**config.mk**
```make
export PLATFORM = sky130hd
export DESIGN_NAME = ifetch_unit
export DESIGN_NICKNAME = d
export VERILOG_FILES = /design/src/rtl/ifetch_unit.sv
export SDC_FILE = /design/constraint.sdc
export NUM_CORES = 1
export LEC_CHECK = 0
export ABC_AREA = 1
export BUFFER_PORTS_ARGS = -buffer_cell sky130_fd_sc_hd__buf_2
export CORE_MARGIN = 2
export CORE_UTILIZATION = 57
export DETAILED_ROUTE_END_ITERATION = 7
export PLACE_DENSITY = 0.8
export SLEW_MARGIN = 20
export SYNTH_ARGS = -nofsm -noshare
export SYNTH_HDL_FRONTEND = slang
export SYNTH_SLANG_ARGS = --single-unit
```
**constraint.sdc**
```tcl
create_clock -name clk -period 4.7 [get_ports clk]
set_input_delay 1.175 -clock clk [delete_from_list [all_inputs] [get_ports clk]]
set_output_delay 1.175 -clock clk [all_outputs]
set_load 0.01 [all_outputs]
```
**src/rtl/ifetch_unit.sv**
```systemverilog
// rtl/ifetch_unit.sv - instruction fetch initiator with prefetch FIFO and redirect
module ifetch_unit #(
    parameter int          DEPTH     = 4,
    parameter logic [31:0] RESET_PC  = 32'h0000_0000,
    parameter int          MEM_WORDS = 256
) (
    input  logic                       clk,
    input  logic                       rst,
    input  logic                       fetch_en,
    output logic [31:0]                imem_addr,
    input  logic [31:0]                imem_rdata,
    output logic                       out_valid,
    input  logic                       out_ready,
    output logic [31:0]                out_instr,
    output logic [31:0]                out_pc,
    input  logic                       redirect_valid,
    input  logic [31:0]                redirect_pc,
    output logic                       fetch_fault,
    output logic [$clog2(DEPTH):0]     fifo_count
);
    localparam int AW = $clog2(DEPTH);
    localparam int CW = AW + 1;

    logic [31:0]   pc;
    logic [31:0]   fifo_pc    [DEPTH];
    logic [31:0]   fifo_instr [DEPTH];
    logic [AW-1:0] wr_ptr;
    logic [AW-1:0] rd_ptr;
    logic [CW-1:0] count;

    logic in_range_fail;
    logic full;
    logic pop;
    logic push;

    // Only the word part of a redirect target matters.
    logic unused_redirect_lsbs;
    assign unused_redirect_lsbs = &{1'b0, redirect_pc[1:0]};

    assign imem_addr     = {2'b00, pc[31:2]};
    assign in_range_fail = ({2'b00, pc[31:2]} >= 32'(MEM_WORDS));
    assign full          = (count == CW'(DEPTH));
    assign out_valid     = (count != '0);
    assign pop           = out_valid & out_ready;
    // A full FIFO can still accept a word when the head leaves on the same edge.
    assign push          = fetch_en & ~redirect_valid & ~fetch_fault & ~in_range_fail &
                           (~full | pop);

    assign out_instr  = out_valid ? fifo_instr[rd_ptr] : 32'h0;
    assign out_pc     = out_valid ? fifo_pc[rd_ptr]    : 32'h0;
    assign fifo_count = count;

    always_ff @(posedge clk) begin
        if (rst) begin
            pc          <= {RESET_PC[31:2], 2'b00};
            wr_ptr      <= '0;
            rd_ptr      <= '0;
            count       <= '0;
            fetch_fault <= 1'b0;
        end else if (redirect_valid) begin
            pc          <= {redirect_pc[31:2], 2'b00};
            wr_ptr      <= '0;
            rd_ptr      <= '0;
            count       <= '0;
            fetch_fault <= 1'b0;
        end else begin
            if (push) begin
                pc     <= pc + 32'd4;
                wr_ptr <= wr_ptr + AW'(1);
            end
            if (pop) begin
                rd_ptr <= rd_ptr + AW'(1);
            end
            if (push && !pop) begin
                count <= count + CW'(1);
            end else if (pop && !push) begin
                count <= count - CW'(1);
            end
            if (fetch_en && in_range_fail) begin
                fetch_fault <= 1'b1;
            end
        end
    end

    // Entry storage needs no reset: count gates visibility.
    always_ff @(posedge clk) begin
        if (!rst && push) begin
            fifo_pc[wr_ptr]    <= pc;
            fifo_instr[wr_ptr] <= imem_rdata;
        end
    end

endmodule

```
======== Yosys cells after proc, flatten, opt, wreduce, memory -nomap -nowiden ========
Memory sizes are Yosys's and may differ from the RTL's. A register that Yosys moved wholly into a read port is not among the register bits.
Cells that the tools add are included.
storage, ports and cells
  bits in registers ....................... 40
  latch bits .............................. 0
  RAM bits ................................ 256
  bits in read-only memories .............. 0
  word-level logic and storage cells ...... 48
  memories kept ........................... 2
memories
  memory      depth  bits a word  read ports  clocked after memory_dff  write ports  line  text
  fifo_instr  4      32           1           1                         1            26    logic [31:0] fifo_instr [DEPTH];
  fifo_pc     4      32           1           1                         1            25    logic [31:0] fifo_pc [DEPTH];
operators by class
  $add $sub $neg .......................... 5
  $mul .................................... 0
  div/mod/pow operators ................... 0
  order comparisons ....................... 1
  eq/ne operators ......................... 1
  shift-type cells ........................ 0
  muxes and demuxes ....................... 12
  bitwise gates (word level) .............. 10
  reductions and logical operators ........ 11
operators by type and width
  cell                                                                number
  2-to-1 mux 32 bit                                                   4
  adder 32 x 3 -> 32 bit, second input constant                       1
  greater-or-equal comparator 30 x 9 -> 1 bit, second input constant  1
  2-to-1 mux 2 bit                                                    4
  2-to-1 mux 3 bit                                                    2
  bitwise AND 1 bit                                                   5
  adder 2 x 1 -> 2 bit, second input constant                         2
  logical AND 1 bit                                                   4
  NOT 1 bit                                                           4
  nonzero test 2 bit                                                  2
  adder 3 x 1 -> 3 bit, second input constant                         1
  == test 3 bit, second input constant                                1
  zero test 1 bit                                                     3
  nonzero test 3 bit                                                  1
  subtractor 3 x 1 -> 3 bit, second input constant                    1
  2-to-1 mux 1 bit                                                    2
  OR reduction 2 bit                                                  1
  OR 1 bit                                                            1

======== Longest topological paths before layout ========
Gate-level depths: netlist of run 1.
  word-level depth ........................ 9
  depth in mapped cells ................... 13
  depth with buffers taken out ............ 13

======== Worst setup path after synthesis of run 1 ========
Ideal clock, no wire load.
  path kind ............................... input-to-reg
  start ................................... input redirect_valid
  end ..................................... memory fifo_instr[0][0], enable pin
  data arrival time ....................... 3.605 ns
  setup slack ............................. 0.663 ns
  cell stages on the path ................. 7
  path buffers ............................ 1
  cell sequence ........................... buf_4 -> clkinv_4 -> nand3_1 -> nor2_1 -> nand4_2 -> or2_4 -> nor2_2
on the way
  longest elaborated chain between the ends .. 8
ends and longest elaborated chain
  element                                 line  text
  from (decl)                             16    input logic redirect_valid,
  NOT 1 bit                               46    assign push = fetch_en & ~redirect_valid & ~fetch_fault & ~in_range_fail &
  bitwise AND 1 bit (4 in a row)          46
  logical AND 1 bit                       87    if (!rst && push) begin
  2-to-1 mux 1 bit                        87
  2-to-1 mux 1 bit (implied by the code)  89    fifo_instr[wr_ptr] <= imem_rdata;
  to (decl)                               26
No other way between the ends.

==> results of run 1 <==
-- per-layer routing --
metal	GRT usage	vias up	routed length [um]
li1	-	3806	-
met1	0.304	3802	10400
met2	0.404	300	12500
met3	0.0433	38	1920
met4	0.0675	0	478
met5	0	-	0
-- registers in the layout, summed over array words and instances, names as in the netlist, named ones only --
register     cells
fetch_fault      1
fifo_count       3
fifo_instr     128
fifo_pc        120
pc              30
rd_ptr           2
wr_ptr           2
-- synthesized netlist by cell type --
cell,count
or2_1,1
buf_2,19
conb_1,1
xor2_1,2
nor2_1,273
inv_2,2
nor3_1,1
inv_1,23
nand2_2,1
xnor2_1,1
nor2_2,6
buf_1,4
clkbuf_1,36
edfxtp_1,248
buf_4,5
or2_4,1
o21ai_0,132
nand3_1,37
dfxtp_1,40
ha_1,7
nand4_2,1
nand4_1,2
o21ai_1,4
o21a_1,1
nand2_1,60
a21oi_1,99
clkinv_4,1
o21bai_1,2
fa_1,1
-- power by group --
part / leakage (nW) / total [W] / internal, W / switching (W)
Combinational: 2.08 / 0.000158 / 0.0000610 / 0.0000973
Sequential: 2.61 / 0.00282 / 0.00279 / 0.0000342
Clock: 0.475 / 0.00226 / 0.00137 / 0.000891
Total: 5.17 / 0.00524 / 0.00422 / 0.00102
-- worst max-delay path, cell delays in order (launching register included) --
cell and delay, ns:
dfxtp_4 0.73, clkinv_2 0.30, buf_4 0.50, o21ai_0 0.36, a21oi_1 0.11, buf_2 0.19
-- cell type report --
cell class / count / area [um2] / share of cell area
clock inverters: 14 / 148 / 0.0109
inverters: 26 / 104 / 0.00769
multi-input cells: 636 / 2900 / 0.214
well taps: 265 / 332 / 0.0246
flip-flops and latches: 288 / 8250 / 0.611
repair buffers: 176 / 963 / 0.0713
clock buffers: 38 / 810 / 0.0599
-- per-stage QoR --
stage               area [um2]  worst slack (ns)  power, W
floorplan                11500             0.663   0.00295
global placement         12500              1.12   0.00303
detailed placement       12500              1.09   0.00303
CTS                      13500             0.708   0.00527
global route             13500             0.487   0.00540
finish                   13500             0.748   0.00524
-- final timing paths --
| path | start | end | slack [ns] | depth (start not counted) |
|---|---|---|---|---|
| worst min register to register | rd_ptr[1] | register | 0.46 | 2 |
| worst max register to register | fifo_count[0] | fifo_count[2] | 1.81 | 12 |
| worst min-delay path | rd_ptr[1] | register | 0.46 | 2 |
| worst max-delay path | register | out_pc[14] | 0.75 | 5 |
-- logic make-up (layout without fill, tap and decap cells) --
| family | after synthesis | count (layout) | share of synthesized area |
|---|---|---|---|
| buf+inv | 90 | 254 | 0.0335 |
| other cells | 1 | 4 | 0.000326 |
| fa+ha+maj | 8 | 8 | 0.00936 |
| xor+xnor | 3 | 3 | 0.00229 |
| flops | 288 | 288 | 0.718 |
| simple gates | 383 | 383 | 0.133 |
| compound gates | 238 | 238 | 0.104 |
==> results.py, run 1 <==
metrics = {
    "outcome": {
        "status": "complete, no violations",
    },
    "detailed_routing": {
        "wl_mm": 25.3,
        "drtAntennaViolNets": 0,
        "drtPass1Iterations": 7,
        "route.detailed.drc": 0,
        "routedWlPerCell_um": 17.5,
        "drt_first_iter_violations": 635,
        "detail_route.vias_per_cell": 5.51,
        "via_count": 7946,
    },
    "timing": {
        "fmax_ghz": 0.253,
        "rsz0062_at_grt": "no",
        "slew_headroom": 0.265,
        "tightest_slew_ns": 1.10,
        "setup_viol": 0,
        "period_minus_slack_ns": 3.95,
        "finalSetupTns_ns": 0,
        "drv_slew": 0,
        "hold_violations": 0,
        "holdWs_ns": 0.458,
        "clock_skew_ns": 0.0190,
        "finalCritPeriodShare": 0.841,
    },
    "cells_and_area": {
        "final_common_cell": "nor2_1",
        "nNetsFinal": 1233,
        "final_cells": 1443,
        "antenna_cells": 0,
        "nFillCells": 1410,
        "syn_to_final_growth_pct": 17.5,
        "drive_above_1_share": 0.199,
        "layout_common_cells": "nor2_1, edfxtp_1, buf_2",
        "fin_util": 0.687,
    },
    "clocking": {
        "cts_max_path_buffers": 3,
        "cts_buffers": 28,
        "clock-sinks": 288,
        "cts_root_buf": "clkbuf_16",
        "cts_max_level": 1,
        "path_clk_slew_ns": 0.06,
        "cts_resized": 0,
        "cts_tree": "yes",
        "post_cts_buffers": 0,
        "clock_latency_ns": 0.53,
        "hold_buffers": 0,
    },
    "yosys": {
        "yosysTopAreaCellShare": 0.648,
        "synth_seq_cells": 288,
        "netlist_area_mm2": 0.0115,
        "synth_area_leaders": "edfxtp_1, nor2_1, dfxtp_1",
        "yosysSeqAreaShare": 0.718,
        "synthCells": 1011,
        "avgSynthCellArea_um2": 11.4,
        "synthDistinctLibCells": 29,
        "synth_warnings": 0,
        "yosys.area.top_type": "edfxtp_1",
    },
    "grt": {
        "grt_pass1_vias": 7845,
        "overflow": 0,
        "grt_start_max_net_pins": 113,
        "antenna_found_initial": 0,
        "grt_pass1_wl_mm": 39.7,
        "grt_use_total": 0.233,
    },
    "power": {
        "irDropWorstVdd_uv": 265,
        "p_leak_nw": 5.17,
        "powerDensity_mw_per_mm2": 388,
    },
    "die": {
        "coreArea_mm2": 0.0197,
        "num_rows": 51,
        "die_x_um": 146,
        "die_height_um": 146,
        "pin_count": 170,
        "dieArea_mm2": 0.0213,
        "initial_utilization": 0.585,
    },
    "placement": {
        "dp_hpwl_mm": 14.3,
        "portBuffers": 163,
        "dpl.cell_count": 1391,
        "gp_congestion": 0.785,
    },
    "critical_path": {
        "startpoint_type": "register",
        "criticalPathCategory": "reg -> out",
        "critPathArrivalTime_ns": 2.78,
        "cp.required_ns": 3.52,
        "endpoint_kind": "output pin",
        "worst-path-max-fanout": 112,
    },
    "job": {
        "drv_cap": 0,
    },
    "hold_path": {
        "hp-class": "reg -> reg",
    },
}
(Power assumes the default switching activity.)
==> inputs of run 2 (changes only) <==
Settings changed: ABC_AREA 1 to 0, CORE_UTILIZATION 57 to 51, PLACE_DENSITY 0.8 to 0.75.
Clock period 4.7 ns to 3.2 ns, I/O delays scaled along.
==> results.py, run 2 <==
metrics = {
    "outcome": {
        "status": "complete, no violations",
    },
    "critical_path": {
        "criticalPathCategory": "reg -> reg",
        "startpoint_type": "register",
        "endpoint_kind": "register",
        "worst-path-max-fanout": 7,
        "cp.required_ns": 3.66,
        "critPathArrivalTime_ns": 3.49,
    },
    "yosys": {
        "netlist_area_mm2": 0.0113,
        "ys_dominant_reg_cell": "edfxtp_1",
        "synth_area_leaders": "edfxtp_1, mux4_2, dfxtp_1",
        "synth_common_cells": "edfxtp_1, and2_1, mux4_2",
        "yosys.area.top_type": "edfxtp_1",
        "synth-edff-count": 248,
        "synthCells": 617,
        "synthDistinctLibCells": 52,
        "synth_warnings": 0,
        "avgSynthCellArea_um2": 18.4,
        "synth_seq_cells": 288,
        "yosysSeqAreaShare": 0.728,
        "async_flop_share": 0,
        "synth_most_common_cell": "edfxtp_1",
        "yosysTopAreaCellShare": 0.657,
    },
    "grt": {
        "antenna_found_initial": 0,
        "grt_pass1_wl_mm": 36.9,
        "grt_start_max_net_pins": 65,
        "grt_pass1_vias": 6572,
        "grt_use_total": 0.200,
        "overflow": 0,
    },
    "power": {
        "netSwitchingFraction": 0.194,
        "seqPwrFrac": 0.519,
        "p_comb_frac": 0.034,
        "power.total_w": 0.00797,
        "p_leak_nw": 5.01,
        "p_sw_w": 0.00155,
        "clockPowerShare": 0.447,
        "internal_power_w": 0.00643,
        "powerDensity_mw_per_mm2": 580,
        "irDropWorstVdd_uv": 394,
    },
    "detailed_routing": {
        "route.detailed.drc": 0,
        "wl_mm": 23.3,
        "drt_first_iter_violations": 517,
        "detail_route.vias_per_cell": 5.66,
        "routedWlPerCell_um": 21.0,
        "via_count": 6272,
        "drtAntennaViolNets": 0,
        "drtPass1Iterations": 5,
    },
    "timing": {
        "rsz0062_at_grt": "no",
        "holdWs_ns": 0.490,
        "clock_skew_ns": 0.0103,
        "fmax_ghz": 0.330,
        "slew_headroom": 0.573,
        "setup_viol": 0,
        "period_minus_slack_ns": 3.03,
        "drv_slew": 0,
        "tightest_slew_ns": 0.641,
        "hold_violations": 0,
        "finalCritPeriodShare": 0.946,
    },
    "clocking": {
        "hold_buffers": 0,
        "cts_buffers": 29,
        "path_clk_slew_ns": 0.06,
        "clock-sinks": 288,
        "cts_tree": "yes",
        "cts_root_buf": "clkbuf_16",
        "cts_max_level": 1,
        "cts_max_path_buffers": 3,
        "clock_latency_ns": 0.53,
    },
    "job": {
        "drv_cap": 0,
    },
    "placement": {
        "dpl.cell_count": 1051,
        "dp_hpwl_mm": 14.4,
        "placed_area_mm2": 0.0127,
        "portBuffers": 163,
        "gp_congestion": 0.861,
    },
    "cells_and_area": {
        "drive_above_1_share": 0.384,
        "nNetsFinal": 885,
        "syn_to_final_growth_pct": 21.3,
        "fin_area_mm2": 0.0137,
        "nFillCells": 1535,
        "regMostFlops": "fifo_instr",
        "layout_common_cells": "edfxtp_1, buf_2, and2_1",
        "top_regs": "fifo_instr: 128 flops, fifo_pc: 120 flops, pc: 30 flops",
        "largest_register_ffs": 128,
        "final_cells": 1108,
        "final_common_cell": "edfxtp_1",
        "antenna_cells": 0,
    },
    "die": {
        "coreArea_mm2": 0.0218,
        "num_rows": 54,
        "dieArea_mm2": 0.0234,
        "die_x_um": 153,
        "pin_count": 170,
        "die_height_um": 153,
        "initial_utilization": 0.519,
    },
    "hold_path": {
        "hp-class": "in -> reg",
    },
}
## run 2: cell types whose count changed after synthesis, moves of 52 or more
cell,previous run,this run
nor2_1,273,33
o21ai_0,132,3
a21oi_1,99,8
and2_1,0,64
mux4_2,0,62
nand2_1,60,8
## run 2: worst paths after layout
path                 start                to  slack (ns)  depth (start not counted)
max reg2reg         pc[26]     fifo_count[2]        0.17                         12
min reg2reg    fetch_fault       fetch_fault        0.51                          2
min          imem_rdata[7]  fifo_instr[3][7]        0.49                          1
max                 pc[26]     fifo_count[2]        0.17                         12
## run 2: cell type report
type                    count  area [um2]  area share
flip-flops and latches    288        8260       0.600
multi-input cells         283        2940       0.214
repair buffers            195        1140      0.0832
clock buffers              31         733      0.0533
well taps                 280         350      0.0255
clock inverters            20         283      0.0206
inverters                  11        43.8     0.00319
## run 2: kinds of logic (layout without fill, tap and decap cells)
kind of cell / Yosys count / in the layout / synth area share
and+or+nand+nor: 151 / 151 / 0.0769
DFF: 288 / 288 / 0.728
other: 1 / 4 / 0.000331
AOI/OAI and AO/OA: 30 / 30 / 0.0185
muxes: 86 / 86 / 0.144
buffers and inverters: 49 / 257 / 0.0194
xor gates and xnor gates: 4 / 4 / 0.00309
adders and majority gates: 8 / 8 / 0.00949
## run 2: power groups by stage
| stage | registers (W) | logic, W | clock network [W] |
|---|---|---|---|
| 2_1_floorplan | 0.00422 | 0.000117 | 0 |
| 3_3_place_gp | 0.00421 | 0.000259 | 0 |
| 3_5_place_dp | 0.00422 | 0.000271 | 0 |
| 4_1_cts | 0.00414 | 0.000272 | 0.00362 |
| 5_1_grt | 0.00414 | 0.000297 | 0.00378 |
| 6_report | 0.00414 | 0.000272 | 0.00356 |
## run 2: worst max-delay path, stage by stage (launching register included)
cell	delay, ns
dfxtp_1	0.38
nor4_2	0.43
buf_4	0.19
and4_1	0.28
nand3_4	0.16
buf_4	0.21
inv_4	0.07
ha_1	0.19
inv_1	0.07
fa_1	0.38
xor2_1	0.16
or3_1	0.31
a21oi_1	0.16
## run 2: timing repair
action | in CTS | in global routing
gates resized for setup | 0 | 1
setup buffers | 6 | 0
pin swaps | 2 | 0
endpoints found under the setup margin | 136 | 1
## run 2: layer usage
layer	track usage	share of wire	up-vias
met2	0.336	0.49	263
met1	0.283	0.42	3175
li1	-	-	2807
met4	0.0357	0.0099	0
met5	0	0	-
met3	0.0329	0.072	27
## run 2: per-stage QoR
stage	utilization	setup TNS (ns)	setup WS, ns
after floorplan	-	-57.72	-0.253
after global placement	0.581	0	0.108
after detailed placement	0.581	-1.24	-0.0170
after CTS	0.630	0	0.0317
after global routing	0.630	0	0.0227
final	0.630	0	0.172
